## src/rtl/avst_capture_mux_rr_pkg.sv

```systemverilog
// Shared definitions for the packet-atomic Avalon-ST capture multiplexer.
package avst_mux_pkg;

  localparam int ARB_RR   = 0;
  localparam int ARB_PRIO = 1;

  typedef enum logic {
    IDLE   = 1'b0,
    LOCKED = 1'b1
  } mux_state_t;

  // Channel index width; a 2-input mux still needs one bit.
  function automatic int clog2_min1(input int n);
    int r;
    r = 0;
    for (int k = 0; k < 31; k++) begin
      if ((1 << k) < n) r = k + 1;
    end
    return (r < 1) ? 1 : r;
  endfunction

endpackage

```

## src/rtl/avst_capture_mux_rr_if.sv

```systemverilog
// Bundle of the N input streams and the tagged output stream of the capture mux.
interface avst_capture_mux_rr_if #(
  parameter int NUM_IN  = 4,
  parameter int DATA_W  = 32,
  parameter int EMPTY_W = 2,
  parameter int CH_W    = 2
);
  logic [NUM_IN-1:0]         in_valid;
  logic [NUM_IN-1:0]         in_ready;
  logic [NUM_IN*DATA_W-1:0]  in_data;
  logic [NUM_IN-1:0]         in_startofpacket;
  logic [NUM_IN-1:0]         in_endofpacket;
  logic [NUM_IN*EMPTY_W-1:0] in_empty;
  logic                      out_valid;
  logic                      out_ready;
  logic [DATA_W-1:0]         out_data;
  logic                      out_startofpacket;
  logic                      out_endofpacket;
  logic [EMPTY_W-1:0]        out_empty;
  logic [CH_W-1:0]           out_channel;

  modport slave (
    input  in_valid, in_data, in_startofpacket, in_endofpacket, in_empty, out_ready,
    output in_ready, out_valid, out_data, out_startofpacket, out_endofpacket,
           out_empty, out_channel
  );

  modport master (
    output in_valid, in_data, in_startofpacket, in_endofpacket, in_empty, out_ready,
    input  in_ready, out_valid, out_data, out_startofpacket, out_endofpacket,
           out_empty, out_channel
  );
endinterface

```

## src/rtl/avst_capture_mux_rr_skid.sv

```systemverilog
// Two-entry pipeline stage: registered output and a registered upstream ready.
module avst_skid_buffer_2 #(
  parameter int WIDTH = 8
) (
  input  logic             clk,
  input  logic             reset_n,
  input  logic             in_valid,
  output logic             in_ready,
  input  logic [WIDTH-1:0] in_data,
  output logic             out_valid,
  input  logic             out_ready,
  output logic [WIDTH-1:0] out_data
);
  logic [WIDTH-1:0] head_reg, spare_reg;
  logic             head_valid_reg, spare_valid_reg, ready_reg;
  logic             push, pop, spare_valid_next;

  assign push = in_valid & ready_reg;
  assign pop  = head_valid_reg & out_ready;
  // The spare only fills when the head is occupied and not draining this cycle.
  assign spare_valid_next = spare_valid_reg ? ~pop : (push & head_valid_reg & ~pop);

  always_ff @(posedge clk or negedge reset_n) begin
    if (!reset_n) begin
      head_reg        <= '0;
      spare_reg       <= '0;
      head_valid_reg  <= 1'b0;
      spare_valid_reg <= 1'b0;
      ready_reg       <= 1'b0;
    end else begin
      ready_reg       <= ~spare_valid_next;
      spare_valid_reg <= spare_valid_next;
      if (pop) begin
        if (spare_valid_reg) head_reg <= spare_reg;
        else if (push)       head_reg <= in_data;
        else                 head_valid_reg <= 1'b0;
      end else if (push) begin
        if (!head_valid_reg) begin
          head_reg       <= in_data;
          head_valid_reg <= 1'b1;
        end else begin
          spare_reg <= in_data;
        end
      end
    end
  end

  assign in_ready  = ready_reg;
  assign out_valid = head_valid_reg;
  assign out_data  = head_reg;
endmodule

```

## src/rtl/avst_capture_mux_rr.sv

```systemverilog
// Packet-atomic N:1 Avalon-ST mux; each output beat is tagged with its source channel.
module avst_capture_mux_rr
  import avst_mux_pkg::*;
#(
  parameter int NUM_IN   = 4,
  parameter int DATA_W   = 32,
  parameter int EMPTY_W  = 2,
  parameter int ARB_MODE = ARB_RR,
  parameter int CH_W     = 2
) (
  input  logic                 clk,
  input  logic                 reset_n,
  avst_capture_mux_rr_if.slave bus
);
  localparam int BEAT_W = CH_W + 2 + EMPTY_W + DATA_W;

  generate
    if (CH_W != clog2_min1(NUM_IN)) begin : g_bad_ch_w
      $error("avst_capture_mux_rr: CH_W must equal max(1, clog2(NUM_IN))");
    end
    if (NUM_IN < 2 || NUM_IN > 16) begin : g_bad_num_in
      $error("avst_capture_mux_rr: NUM_IN must be in 2..16");
    end
    if (EMPTY_W < 1) begin : g_bad_empty_w
      $error("avst_capture_mux_rr: EMPTY_W must be at least 1");
    end
  endgenerate

  mux_state_t         state_reg;
  logic [CH_W-1:0]    grant_reg, last_reg;
  logic [CH_W-1:0]    cand, cand_hi, cand_lo, active;
  logic               hi_found, lo_found, cand_found, sel_ok, buf_ready, accept;
  logic               sel_valid, sel_sop, sel_eop;
  logic [EMPTY_W-1:0] sel_empty;
  logic [DATA_W-1:0]  sel_data;
  logic [BEAT_W-1:0]  beat_in, beat_out;

  // Round-robin: lowest valid index above last, else wrap to lowest valid overall.
  always_comb begin : arbiter
    cand_hi  = '0;
    cand_lo  = '0;
    hi_found = 1'b0;
    lo_found = 1'b0;
    for (int k = NUM_IN - 1; k >= 0; k--) begin
      if (bus.in_valid[k]) begin
        if (ARB_MODE == ARB_PRIO || k <= int'(last_reg)) begin
          cand_lo  = CH_W'(k);
          lo_found = 1'b1;
        end else begin
          cand_hi  = CH_W'(k);
          hi_found = 1'b1;
        end
      end
    end
    cand       = hi_found ? cand_hi : cand_lo;
    cand_found = hi_found | lo_found;
  end

  assign active = (state_reg == LOCKED) ? grant_reg : cand;
  assign sel_ok = (state_reg == LOCKED) | cand_found;

  always_comb begin : beat_select
    sel_valid = 1'b0;
    sel_sop   = 1'b0;
    sel_eop   = 1'b0;
    sel_empty = '0;
    sel_data  = '0;
    for (int k = 0; k < NUM_IN; k++) begin
      if (active == CH_W'(k)) begin
        sel_valid = bus.in_valid[k];
        sel_sop   = bus.in_startofpacket[k];
        sel_eop   = bus.in_endofpacket[k];
        sel_empty = bus.in_empty[k*EMPTY_W +: EMPTY_W];
        sel_data  = bus.in_data[k*DATA_W +: DATA_W];
      end
    end
  end

  assign accept  = sel_ok & sel_valid & buf_ready;
  assign beat_in = {active, sel_sop, sel_eop, sel_empty, sel_data};

  generate
    for (genvar gi = 0; gi < NUM_IN; gi++) begin : g_ready
      assign bus.in_ready[gi] = sel_ok & buf_ready & (active == CH_W'(gi));
    end
  endgenerate

  always_ff @(posedge clk or negedge reset_n) begin
    if (!reset_n) begin
      state_reg <= IDLE;
      grant_reg <= '0;
      last_reg  <= CH_W'(NUM_IN - 1);
    end else begin
      case (state_reg)
        IDLE: begin
          if (accept) begin
            last_reg <= cand;
            if (!sel_eop) begin
              state_reg <= LOCKED;
              grant_reg <= cand;
            end
          end
        end
        LOCKED: begin
          if (accept && sel_eop) state_reg <= IDLE;
        end
        default: state_reg <= IDLE;
      endcase
    end
  end

  avst_skid_buffer_2 #(
    .WIDTH(BEAT_W)
  ) u_skid (
    .clk      (clk),
    .reset_n  (reset_n),
    .in_valid (accept),
    .in_ready (buf_ready),
    .in_data  (beat_in),
    .out_valid(bus.out_valid),
    .out_ready(bus.out_ready),
    .out_data (beat_out)
  );

  assign {bus.out_channel, bus.out_startofpacket, bus.out_endofpacket,
          bus.out_empty, bus.out_data} = beat_out;
endmodule

```

## src/flat_wrapper.sv

```systemverilog
// flat-port wrapper written by rule: the top's interface ports become plain ports
module avst_capture_mux_rr_flat import avst_mux_pkg::*;
#(
  parameter int NUM_IN   = 4,
  parameter int DATA_W   = 32,
  parameter int EMPTY_W  = 2,
  parameter int ARB_MODE = ARB_RR,
  parameter int CH_W     = 2
)
  (clk, reset_n, bus_in_valid, bus_in_data, bus_in_startofpacket, bus_in_endofpacket, bus_in_empty, bus_out_ready, bus_in_ready, bus_out_valid, bus_out_data, bus_out_startofpacket, bus_out_endofpacket, bus_out_empty, bus_out_channel);
  avst_capture_mux_rr_if #(.NUM_IN(NUM_IN), .DATA_W(DATA_W), .EMPTY_W(EMPTY_W), .CH_W(CH_W)) bus_i ();
  input  logic clk;
  input  logic reset_n;
  input wire logic [$bits(bus_i.in_valid)-1:0] bus_in_valid;
  input wire logic [$bits(bus_i.in_data)-1:0] bus_in_data;
  input wire logic [$bits(bus_i.in_startofpacket)-1:0] bus_in_startofpacket;
  input wire logic [$bits(bus_i.in_endofpacket)-1:0] bus_in_endofpacket;
  input wire logic [$bits(bus_i.in_empty)-1:0] bus_in_empty;
  input wire logic [$bits(bus_i.out_ready)-1:0] bus_out_ready;
  output wire logic [$bits(bus_i.in_ready)-1:0] bus_in_ready;
  output wire logic [$bits(bus_i.out_valid)-1:0] bus_out_valid;
  output wire logic [$bits(bus_i.out_data)-1:0] bus_out_data;
  output wire logic [$bits(bus_i.out_startofpacket)-1:0] bus_out_startofpacket;
  output wire logic [$bits(bus_i.out_endofpacket)-1:0] bus_out_endofpacket;
  output wire logic [$bits(bus_i.out_empty)-1:0] bus_out_empty;
  output wire logic [$bits(bus_i.out_channel)-1:0] bus_out_channel;
  assign bus_i.in_valid = bus_in_valid;
  assign bus_i.in_data = bus_in_data;
  assign bus_i.in_startofpacket = bus_in_startofpacket;
  assign bus_i.in_endofpacket = bus_in_endofpacket;
  assign bus_i.in_empty = bus_in_empty;
  assign bus_i.out_ready = bus_out_ready;
  assign bus_in_ready = bus_i.in_ready;
  assign bus_out_valid = bus_i.out_valid;
  assign bus_out_data = bus_i.out_data;
  assign bus_out_startofpacket = bus_i.out_startofpacket;
  assign bus_out_endofpacket = bus_i.out_endofpacket;
  assign bus_out_empty = bus_i.out_empty;
  assign bus_out_channel = bus_i.out_channel;
  avst_capture_mux_rr #(.NUM_IN(NUM_IN), .DATA_W(DATA_W), .EMPTY_W(EMPTY_W), .ARB_MODE(ARB_MODE), .CH_W(CH_W)) u_core (.clk(clk), .reset_n(reset_n), .bus(bus_i));
endmodule
```

## config.mk

```make
export PLATFORM = sky130hd
export DESIGN_NAME = avst_capture_mux_rr_flat
export DESIGN_NICKNAME = d
export VERILOG_FILES = /design/src/rtl/avst_capture_mux_rr_pkg.sv /design/src/rtl/avst_capture_mux_rr_if.sv /design/src/rtl/avst_capture_mux_rr_skid.sv /design/src/rtl/avst_capture_mux_rr.sv /design/src/flat_wrapper.sv
export SDC_FILE = /design/constraint.sdc
export NUM_CORES = 1
export LEC_CHECK = 0
export ABC_AREA = 0
export CELL_PAD_IN_SITES_DETAIL_PLACEMENT = 1
export CELL_PAD_IN_SITES_GLOBAL_PLACEMENT = 2
export CORE_AREA = 2 2 139 141
export DETAILED_ROUTE_END_ITERATION = 16
export DIE_AREA = 0 0 141 143
export PLACE_DENSITY = 0.9
export REMOVE_ABC_BUFFERS = 1
export SLEW_MARGIN = 40
export SYNTH_ARGS = -nofsm -noshare
export SYNTH_HDL_FRONTEND = slang
export SYNTH_SLANG_ARGS = --single-unit
```

## constraint.sdc

```tcl
create_clock -name clk -period 2.8 [get_ports clk]
set_clock_uncertainty 0.1 [all_clocks]
set_input_delay 0.42 -clock clk [delete_from_list [all_inputs] [get_ports clk]]
set_output_delay 0.42 -clock clk [all_outputs]
set_load 0.01 [all_outputs]
```

---- Word level (Yosys, flattened, before mapping) ----
Cells that the tools add are included.
storage, ports and cells
  bits in registers ....................... 84
  word-level logic and storage cells ...... 105
  bits of input ports ..................... 151
cells by class
  $lt $le $gt $ge ......................... 3
  reductions and logical operators ........ 9
  muxes and demuxes ....................... 62
  equality and inequality tests ........... 6
  bitwise operators ....................... 17
operators with widths
  cell                count
  $mux 38             5
  $mux 32             4
  $mux 2              19
  $mux 1              33
  $reduce_and 3->1    4
  $and 1x1->1         11
  $eq 2x2->1 const B  2
  $le 2x2->1 const A  2
  $ne 2x2->1 const B  2
  $not 1->1           4
  $reduce_bool 2->1   2
  $eq 2x1->1 const B  1
  $le 1x2->1 const A  1
  $logic_not 2->1     1
  $ne 2x1->1 const B  1
  $or 1x1->1          2
  $pmux 1 s2          1
  $reduce_and 2->1    1
  $logic_and 1x1->1   1

---- Logic depth before layout (Yosys ltp) ----
Gate-level depths: netlist (run 1).
  depth after elaboration ................. 22
  gate-level depth with buffers ........... 9

---- Hierarchy ----
A second synthesis (run 1) with hierarchy kept.
unflattened totals
  cell total of the unflattened synthesis .. 591
  area total of the unflattened synthesis .. 5154.9 um^2
by module, submodules not included
  module               times used  cells an instance  sequential area each (um^2)  area an instance (um^2)
  avst_skid_buffer_2   1           307                1976.9                       3601.0
  avst_capture_mux_rr  1           284                127.6                        1554.0

---- Worst setup path before layout (run 1) ----
OpenSTA, ideal clock, no wires.
  path type ............................... input-to-reg
  from .................................... in bus_in_valid[3]
  to ...................................... reg u_core.u_skid.spare_reg[17]
  stages .................................. 8
  arrival time ............................ 2.318 ns
  slack ................................... 0.257 ns
  path through ............................ or2_1 -> o41ai_2 -> o21bai_1 -> a2bb2oi_2 -> or2_4 -> buf_6 -> buf_12 -> mux2_4
on the way
  word-level cells in the longest chain between the ends .. 17
  elaborated cells on any way between the ends .. 42
  classes of those cells .................. eq/ne (3); mux (32); bitwise (5); reduce/logical (2)
ends and longest elaborated chain
  element                     line                            source
  from (decl)                 flat_wrapper.sv:14              input wire logic [$bits(bus_i.in_valid)-1:0] bus_in_valid;
  $mux 2                      avst_capture_mux_rr.sv:45       if (bus.in_valid[k]) begin
  $mux 2                      avst_capture_mux_rr.sv:46       if (ARB_MODE == ARB_PRIO || k <= int'(last_reg)) begin
  $mux 2                      avst_capture_mux_rr.sv:45
  $mux 2                      avst_capture_mux_rr.sv:46
  $mux 2 (2 in a row)         avst_capture_mux_rr.sv:45
  $mux 2                      avst_capture_mux_rr.sv:55       cand = hi_found ? cand_hi : cand_lo;
  $mux 2                      avst_capture_mux_rr.sv:59       assign active = (state_reg == LOCKED) ? grant_reg : cand;
  $logic_not 2->1             avst_capture_mux_rr.sv:69       if (active == CH_W'(k)) begin
  $mux 1 (4 in a row)         avst_capture_mux_rr.sv:69
  $and 1x1->1 (2 in a row)    avst_capture_mux_rr.sv:79       assign accept = sel_ok & sel_valid & buf_ready;
  $and 1x1->1                 avst_capture_mux_rr_skid.sv:18  assign push = in_valid & ready_reg;
  $reduce_and 3->1 (no line)  --
  to (signal assigned)        avst_capture_mux_rr_skid.sv:42  spare_reg <= in_data;
  to (decl)                   avst_capture_mux_rr_skid.sv:14  logic [WIDTH-1:0] head_reg, spare_reg;
Several ways; a longest one is shown, not always the timed one.
A chain may end at the register's enable or synchronous reset.

---- Worst setup path in the final report (run 1) ----
  from .................................... reg u_core.last_reg[1]
  to ...................................... out bus_in_ready[2]
on the way
  word-level cells in the longest chain between the ends .. 12
  elaborated cells on any way between the ends .. 36
  classes of those cells .................. order compare (3); eq/ne (1); mux (28); bitwise (4)
ends and longest elaborated chain
  element                                               line                                                  source
  from (decl)                                           avst_capture_mux_rr.sv:30                             logic [CH_W-1:0] grant_reg, last_reg;
  from (signal assigned)                                avst_capture_mux_rr.sv:92                             last_reg <= CH_W'(NUM_IN - 1);
  from (signal assigned)                                avst_capture_mux_rr.sv:97                             last_reg <= cand;
  $le 2x2->1                                            avst_capture_mux_rr.sv:46
  $mux 2 / $mux 1 (equally long branches)               avst_capture_mux_rr.sv:46
  $mux 2 / $mux 1 (equally long branches)               avst_capture_mux_rr.sv:45
  $mux 2 / $mux 1 (equally long branches)               avst_capture_mux_rr.sv:46
  $mux 2 / $mux 1 (equally long branches)               avst_capture_mux_rr.sv:45
  $mux 2 / $mux 1 (equally long branches)               avst_capture_mux_rr.sv:46
  $mux 2 / $mux 1 (equally long branches) (2 in a row)  avst_capture_mux_rr.sv:45
  $mux 2 / $or 1x1->1 (equally long branches)           avst_capture_mux_rr.sv:55, avst_capture_mux_rr.sv:56
  $mux 2 / $or 1x1->1 (equally long branches)           avst_capture_mux_rr.sv:59, avst_capture_mux_rr.sv:60
  $eq 2x2->1 / $and 1x1->1 (equally long branches)      avst_capture_mux_rr.sv:84                             assign bus.in_ready[gi] = sel_ok & buf_ready & (active == CH_W'(gi));
  $and 1x1->1 *                                         avst_capture_mux_rr.sv:84
  to (decl)                                             flat_wrapper.sv:20                                    output wire logic [$bits(bus_i.in_ready)-1:0] bus_in_ready;
Mark *: on every way between the ends. The rest lies on a longest branch, timed or not.

==> impl.org, run 1 <==
** Detailed routing
- DRT iter0 DRCs :: 106
- In the final routing, the length of wire on met1 measures around 6000 um.
- WL final :: 15100 um
- Dividing the detail-routed wire length by the instance count gives 17.2 um.
- DR WL met3 :: between 900 and 1000 um
- Via-per-instance ratio :: 4.72
- The detail route stage leaves a number of antenna-violating nets equal to 0.
- The highest metal layer carrying signal wires in the routed design is met4.
- For this run, design rule violations remaining after detail routing come to 0.
- Detailed-routed wire length on met2 :: approximately 8000 um
- The final route contains approximately 4100 vias.
- The first TritonRoute pass finished after 4 iterations.

** Setup path
- Largest fanout of any net on the critical path :: 5
- Logic depth of the worst setup path including buffers :: 6
- Family with the most delay on the worst path :: simple AND/OR/NAND/NOR gates
- STA classifies the critical path startpoint as a flop.
- Critical Path Max Stage Delay :: 0.57 ns
- Data required time at the worst endpoint :: about 2.3 ns
- Traced cell by cell, the critical path runs through a21bo_2 -> a21oi_2 -> or3_4 -> o21a_2 -> nor3_2 -> clkdlybuf4s15_2.
- The worst setup path is captured at an output port.
- For the worst setup path, the data arrival time is between 2 and 2.5 ns.
- Buf+Inv Stages, Crit Path :: 1
- Type of the worst setup path :: flop to output port
- Worst-case reg-to-reg path depth :: 10
- Among all stages on the critical path, the largest delay is contributed by sky130_fd_sc_hd__dfstp_2.

** Place
- Summing all placed instances gives a cell area of ~7400 um2.
- Worst slack at placement :: -0.352 ns
- Buffers added on ports :: approximately 190
- DPL Wire Length :: about 11000 um
- Global placement routability congestion :: ~0.88

** Clocking
- At the later pin of the worst-skew pair, clock insertion delay measures approximately 0.33 ns.
- CTS H-Tree Depth :: 3
- Count of hold-fix buffers inserted at cts :: 0
- Clock root buffer :: sky130_fd_sc_hd__clkbuf_16
- CTS Buf Count :: 9
- After clock tree synthesis, the clock-pin slew on the worst setup and hold paths is 0.06 ns.
- The clock passes through at most 2 buffers.
- TritonCTS built the clock tree.
- Sink Count :: 84

** Yosys
- Ranked by total cell area, the synthesized netlist is headed by sky130_fd_sc_hd__dfrtp_1 (41%), sky130_fd_sc_hd__mux2i_1 (29%), sky130_fd_sc_hd__mux2_4 (6.0%).
- Portion of the post-synthesis area used by sequential elements :: approximately 42%
- After technology mapping, the gate count stands at 431.
- After synthesis, the largest area contributor takes up around 41% of total cell area.
- Post-synthesis instance area :: approximately 5000 um2
- Average instance area after synthesis :: ~12 um2
- Counting distinct cell types in the post-synthesis netlist gives 40.
- During synthesis, Yosys emitted a total of 0 warnings.
- The synthesized design spends more area on one cell type than any other, namely sky130_fd_sc_hd__dfrtp_1.
- The synthesized design contains 84 register bits.

** GRT
- Pin count of the biggest net entering global routing :: 45
- Global routing finished with a remaining overflow of 0.
- The number of global-route vias before repair is around 4600.
- The number of antenna violations at the first check in global routing was 0.
- First-pass GRT wire length :: between 20000 and 25000 um
- Gr usage total :: ~14%

** Final layout
- After routing the design area is 7880 um2.
- Final #Nets :: just under 800
- The layout has slightly above 2000 filler cells.
- ANT cells :: 0
- From synthesis to final layout, the design area changed by 58.0%.
- Once layout is complete, the utilization of the core stands at around 42%.
- The post-route netlist has 18.9% of its cells at a drive strength greater than 1.

** Flow run
- Total of max-cap violations :: 0

** Power and ir drop
- Leakage dissipation :: between 3 and 4 nW
- VDD sags by at most about 0.00037 V.
- Power per cell area :: 1170 nW/um2

** Hold path
- Type of the most critical hold path :: input pin to asynchronous set/reset pin

** Die
- Core footprint :: 18600 um2
- The die is around 140 um tall.
- Die extent in x :: 141 um
- The die covers approximately 20000 um2.
- ~190 I/O pins were placed.
- Number of cell rows :: 50
- Starting density of the core :: a little over a quarter

** STA
- Dividing the final minimum period by the clock period gives just under 100%.
- For this run, the top clock speed supported by timing is around 370 MHz.
- Final hold violations :: 8
- The routed design could run at a clock period as short as around 2.7 ns.
- Setup violations remaining at the end of the flow were counted as 0.
- Setup slack closes at around 0.096 ns.
- Smallest hold slack :: -0.0164 ns
- At the pin with the least slew margin, the transition time is around 0.59 ns.
- The max-slew violation total from the final report was 0.
- The worst pin sits at a relative slew slack of a little over 60%.

** Outcome
- Run status :: finished, violations left
- Violations in the final reports :: negative hold slack
-- placed cells by master, fill, tap and decap left out, types with 2 or more instances in the layout --
cell type / Yosys / routed
sky130_fd_sc_hd__dfstp_2: 2 / 2
sky130_fd_sc_hd__o21ai_0: 39 / 39
sky130_fd_sc_hd__mux2i_2: 0 / 3
sky130_fd_sc_hd__inv_1: 3 / 3
sky130_fd_sc_hd__nand2b_1: 6 / 5
sky130_fd_sc_hd__mux2i_1: 146 / 143
sky130_fd_sc_hd__buf_12: 2 / 7
sky130_fd_sc_hd__a21oi_2: 0 / 2
sky130_fd_sc_hd__buf_6: 2 / 3
sky130_fd_sc_hd__mux2_4: 20 / 20
sky130_fd_sc_hd__nor2_1: 3 / 3
sky130_fd_sc_hd__mux2_2: 23 / 23
sky130_fd_sc_hd__dlygate4sd2_1: 0 / 2
sky130_fd_sc_hd__dlymetal6s2s_1: 0 / 3
sky130_fd_sc_hd__o41ai_2: 1 / 2
sky130_fd_sc_hd__buf_4: 3 / 23
sky130_fd_sc_hd__nor3_2: 0 / 2
sky130_fd_sc_hd__dfrtp_1: 82 / 82
sky130_fd_sc_hd__clkbuf_16: 0 / 13
sky130_fd_sc_hd__clkinvlp_4: 0 / 2
sky130_fd_sc_hd__nor3_1: 4 / 2
sky130_fd_sc_hd__nand2_1: 44 / 42
sky130_fd_sc_hd__clkdlybuf4s50_1: 0 / 185
sky130_fd_sc_hd__nand2_2: 0 / 2
-- where the power goes --
part	switching, mW	internal, mW	total, mW
clock network	0.463	0.709	1.17
logic	2.57	3.18	5.75
registers	0.395	1.88	2.27
-- path summary, 6_finish.rpt --
path                                                              from  slack, ns                                      to
max in group asynchronous                                      reset_n       1.92          u_core.last_reg[0]$_DFFE_PN1P_
worst min register to register  u_core.u_skid.spare_reg[0]$_DFFE_PN0P_       0.38   u_core.u_skid.out_data[0]$_DFFE_PN0P_
min in group clk                u_core.u_skid.spare_reg[0]$_DFFE_PN0P_       0.38   u_core.u_skid.out_data[0]$_DFFE_PN0P_
worst max-delay path                    u_core.last_reg[1]$_DFFE_PN1P_        0.1                         bus_in_ready[2]
worst max register to register          u_core.last_reg[1]$_DFFE_PN1P_       0.15  u_core.u_skid.out_data[36]$_DFFE_PN0P_
worst min-delay path                                           reset_n      -0.02  u_core.u_skid.out_data[14]$_DFFE_PN0P_
-- worst register-to-register path: stages, from the launching register on --
cell	delay, ns
sky130_fd_sc_hd__dfstp_2	0.57
sky130_fd_sc_hd__nand2_2	0.10
sky130_fd_sc_hd__a311oi_4	0.36
sky130_fd_sc_hd__nand2_2	0.14
sky130_fd_sc_hd__o31ai_4	0.30
sky130_fd_sc_hd__buf_4	0.17
sky130_fd_sc_hd__o2bb2ai_4	0.12
sky130_fd_sc_hd__buf_12	0.15
sky130_fd_sc_hd__buf_12	0.16
sky130_fd_sc_hd__mux2i_1	0.23
sky130_fd_sc_hd__o21ai_0	0.12
-- final cells by class --
class | instances | area, um2 | share of cell area, %
sequential | 84 | 2100 | 26.7
inverter | 3 | 11.3 | 0.143
tap | 234 | 293 | 3.71
clock inverter | 4 | 50.0 | 0.635
timing repair buffer | 230 | 2400 | 30.4
multi-input combinational | 313 | 2780 | 35.3
clock buffer | 11 | 243 | 3.08
-- per-stage QoR --
stage               power, mW  instances  TNS [ns]  hold WS, ns
floorplan                5.08        400   -711.47       0.0244
global placement         7.38        857    -15.06        0.351
detailed placement       7.66        857    -18.62        0.365
CTS                      8.89        872   -0.0304      0.00213
global route             9.84        879  -0.00375       0.0244
finish                   9.20        879         0      -0.0164
-- what timing repair did --
item,CTS,global route
pin swaps,0,2
endpoints found under the hold margin,0,0
gates resized for setup,10,20
cloned,0,4
setup buffers,0,3
setup endpoints to repair,4,77
-- cell families after synthesis --
group,count (synthesis),share of synthesized area [%]
mux,189,40.5
flops,84,42.2
simple gates,67,5.99
compound gates,57,7.27
buf+inv,34,4.06
-- layer usage --
metal / GRT usage (%) / vias up
li1: - / 1969
met1: 15.9 / 2038
met2: 26.0 / 126
met3: 4.06 / 15
met4: 4.37 / 0
met5: 0 / -
-- synth_stat cells (all sizes together) --
| master | number |
|---|---|
| mux2i | 146 |
| dfrtp | 82 |
| nand2 | 44 |
| mux2 | 43 |
| o21ai | 40 |
| buf | 20 |
| clkbuf | 11 |
| nand2b | 6 |
| nor3 | 4 |
| a21oi | 3 |
| inv | 3 |
| nor2 | 3 |
| and3 | 2 |
| dfstp | 2 |
| o21a | 2 |
| o41ai | 2 |
| or2 | 2 |
| a21bo | 1 |
| a21boi | 1 |
| a22o | 1 |
| a22oi | 1 |
| a2bb2oi | 1 |
| a311oi | 1 |
| and2 | 1 |
| nand3 | 1 |
| nand3b | 1 |
| nand4 | 1 |
| nor2b | 1 |
| o21bai | 1 |
| o22ai | 1 |
| o2bb2ai | 1 |
| o31ai | 1 |
| or3 | 1 |
Power figures use the tool's default switching activity.
==> run 2: changes to the inputs <==
--- a/config.mk
+++ b/config.mk
@@ -11,6 +11,7 @@
 export CORE_AREA = 2 2 139 141
 export DETAILED_ROUTE_END_ITERATION = 16
 export DIE_AREA = 0 0 141 143
+export GPL_TIMING_DRIVEN = 0
 export PLACE_DENSITY = 0.9
 export REMOVE_ABC_BUFFERS = 1
 export SLEW_MARGIN = 40
==> run 2 against run 1 <==
The flow now finishes without violations. Die area unchanged. Hold slack better by 0.40 ns. Sequential cell count unchanged. Core utilization shrank 0.31 points. Sequential power hardly changed. Via count is 1.5% lower. Fmax fell by 0.30%. Critical path type unchanged.
==> impl.org, run 2 (synthesis results as in run 1) <==
** Final layout
- Final standard cell utilization of the core :: a little over two fifths
- Layout area overhead :: 56.8%
- Most common library cell in the layout ignoring fill and taps :: sky130_fd_sc_hd__clkdlybuf4s50_1
- In the final layout, the share of cells above drive strength 1 is between 15 and 20%.
- Commonest cells after routing, fill and taps aside :: sky130_fd_sc_hd__clkdlybuf4s50_1 (184), sky130_fd_sc_hd__mux2i_1 (146), sky130_fd_sc_hd__dfrtp_1 (82)
- The net count of the finished layout is slightly below 800.
- ANT cells :: 0

** Die
- Die extent in x :: 141 um
- Starting density of the core :: a little over a quarter
- # IOs :: a little under 200
- After floorplanning, the core was sized to cover 18600 um2.
- The die covers 20200 um2.
- Measured along the y axis, the die boundary spans ~140 um.
- Number of cell rows :: 50

** Setup path
- Along the worst path, the maximum fanout reaches 5.
- STA classifies the critical path startpoint as a flop.
- The worst setup path is of the flop to output port kind.
- Crit. End Element :: output port
- Data arrives at the worst endpoint at about 2.2 ns.
- STA puts the critical path data required time at between 2 and 2.5 ns.

** Detailed routing
- WL final :: ~15000 um
- After detailed routing, the number of remaining DRC violations is 0.
- Top layer in use :: met4
- Across all layers, the routed design uses around 4100 vias.
- In the routed layout, each cell is associated on average with a via count of 4.67.
- In the detailed route, the total length drawn on met3 is 944 um.
- Detailed-routed wire length on met2 :: 7770 um
- WL met1 :: about 6000 um
- Once detail routing completed, the nets flagged for antenna violations numbered 0.
- The first routing iteration left 90 violations.
- Routed length per placed instance :: approximately 17 um
- Drt first pass iters :: 4

** STA
- For the pin with the worst max-slew slack, the measured transition is 0.441 ns.
- The max-slew violation total from the final report is 0.
- Remaining max-slew budget at the tightest pin :: 70.3%
- Final setup violating endpoints :: 0
- The worst path uses a little over nine tenths of the clock period.
- Final hold violations :: 0
- Clock period minus final worst setup slack :: around 2.7 ns
- FMAX :: 369 MHz

** Place
- Buffers added on ports :: a little under 200
- The congestion estimate from routability-driven global placement came to ~0.76.
- DPL Wire Length :: approximately 11000 um

** Clocking
- The longest clock path from root to sink contains 2 buffers.
- Clock transition at the registers of the reported paths :: ~0.060 ns
- Clock tree synthesis selected as its root buffer the cell sky130_fd_sc_hd__clkbuf_16.
- For this design, the sink count on the clock tree is 84.
- Counting the buffers created by CTS gives 9.
- Clock tree from TritonCTS :: built
- Worst-Skew Late Latency :: between 0.3 and 0.4 ns
- The H-tree was split into 3 levels.

** Power and ir drop
- The internal power of the cells totals between 5 and 6 mW.
- The analysis attributes to net switching a power of roughly 3.4 mW.
- Across the VDD grid, the largest voltage drop is 0.000519 V.
- Switching share of power :: 37.7%
- Leakage dissipation :: ~3.5 nW
- In this run, the combinational gates consume a little over three fifths of the power.
- Clock network fraction of total power :: 12.3%
- The completed layout was analyzed and its total power is 9.06 mW.
- Sequential Power Share :: roughly 25%
- In this run the power density over the cells is roughly 1200 nW/um2.

** GRT
- The number of global-route vias before repair came to 4703.
- Pin count of the biggest net entering global routing :: 47
- The number of antenna violations at the first check in global routing was 0.
- The first global-routing pass estimated 24000 um of wire.
- Gr usage total :: roughly 15%
- Remaining global-route overflow :: 0

** Flow run
- Total of max-cap violations :: 0

** Outcome
- The run finished with clean final reports.

** Hold path
- The worst hold path belongs to the class flop to flop.
==> run 2: changes by cell type in the layout (fill, tap and decap cells not counted), sizes merged, moves of 2 or more <==
cell,delta
dlymetal6s2s,-2
clkbuf,-4
buf,-3
clkinv,+4
==> run 2: cell type report <==
cell class                 instances  area, um2
tap                              234        293
timing repair buffer             224       2330
inverter                           3       11.3
fill                            1989      10800
clock buffer                      10        239
clock inverter                     6       40.0
sequential                        84       2100
multi-input combinational        314       2810
==> run 2: power by group through the flow <==
stage               clock network [mW]  registers, mW  logic, mW
finish                            1.11           2.27       5.68
global route                      1.21           2.35       6.17
CTS                               1.17           2.27       5.70
detailed placement                   0           2.27       5.22
global placement                     0           2.21       4.18
floorplan                            0           2.30       2.78
==> run 2: routing by layer <==
metal	track usage, %	vias up
li1	-	1957
met1	17.1	1988
met2	27.4	122
met3	4.09	18
met4	4.89	0
met5	0	-
==> run 2: final timing paths <==
path                                                      endpoint  depth (start not counted)  slack (ns)                              startpoint
max                                                bus_in_ready[0]                          7        0.09          u_core.last_reg[1]$_DFFE_PN1P_
min                          u_core.u_skid.out_data[8]$_DFFE_PN0P_                          2        0.38  u_core.u_skid.spare_reg[8]$_DFFE_PN0P_
max reg2reg                u_core.u_skid.spare_reg[15]$_DFFE_PN0P_                         10        0.13          u_core.last_reg[1]$_DFFE_PN1P_
min reg2reg                  u_core.u_skid.out_data[8]$_DFFE_PN0P_                          2        0.38  u_core.u_skid.spare_reg[8]$_DFFE_PN0P_
max in group asynchronous  u_core.u_skid.spare_reg[16]$_DFFE_PN0P_                          3        1.54                                 reset_n
min in group asynchronous   u_core.u_skid.out_data[26]$_DFFE_PN0P_                          2        0.46                                 reset_n
==> run 2: timing repair <==
item,4_1_cts,5_1_grt
endpoints found under the hold margin,38,0
endpoints found under the setup margin,83,70
hold buffers,1,0
buffers inserted,13,6
gates resized for setup,24,6
cloned,2,0
pin swaps,8,4
==> run 2: metrics by stage <==
stage               setup slack (ns)  setup TNS [ns]  instance area, um2  instances  hold slack (ns)
global placement              -13.95        -1133.58                7020        827            0.354
finish                        0.0878               0                7830        875            0.381
global route                -0.00410        -0.00410                7830        875            0.410
floorplan                      -9.89         -711.47                4800        400           0.0244
detailed placement             -1.18          -74.16                7230        837            0.262
CTS                           0.0230               0                7760        869            0.387
==> run 2: critical path: stages, from the launching register on <==
cell	delay, ns
sky130_fd_sc_hd__dfstp_2	0.57
sky130_fd_sc_hd__nand2b_4	0.13
sky130_fd_sc_hd__a21oi_2	0.08
sky130_fd_sc_hd__or3_4	0.40
sky130_fd_sc_hd__o21a_4	0.22
sky130_fd_sc_hd__buf_12	0.13
sky130_fd_sc_hd__nor3_1	0.16
sky130_fd_sc_hd__buf_2	0.16
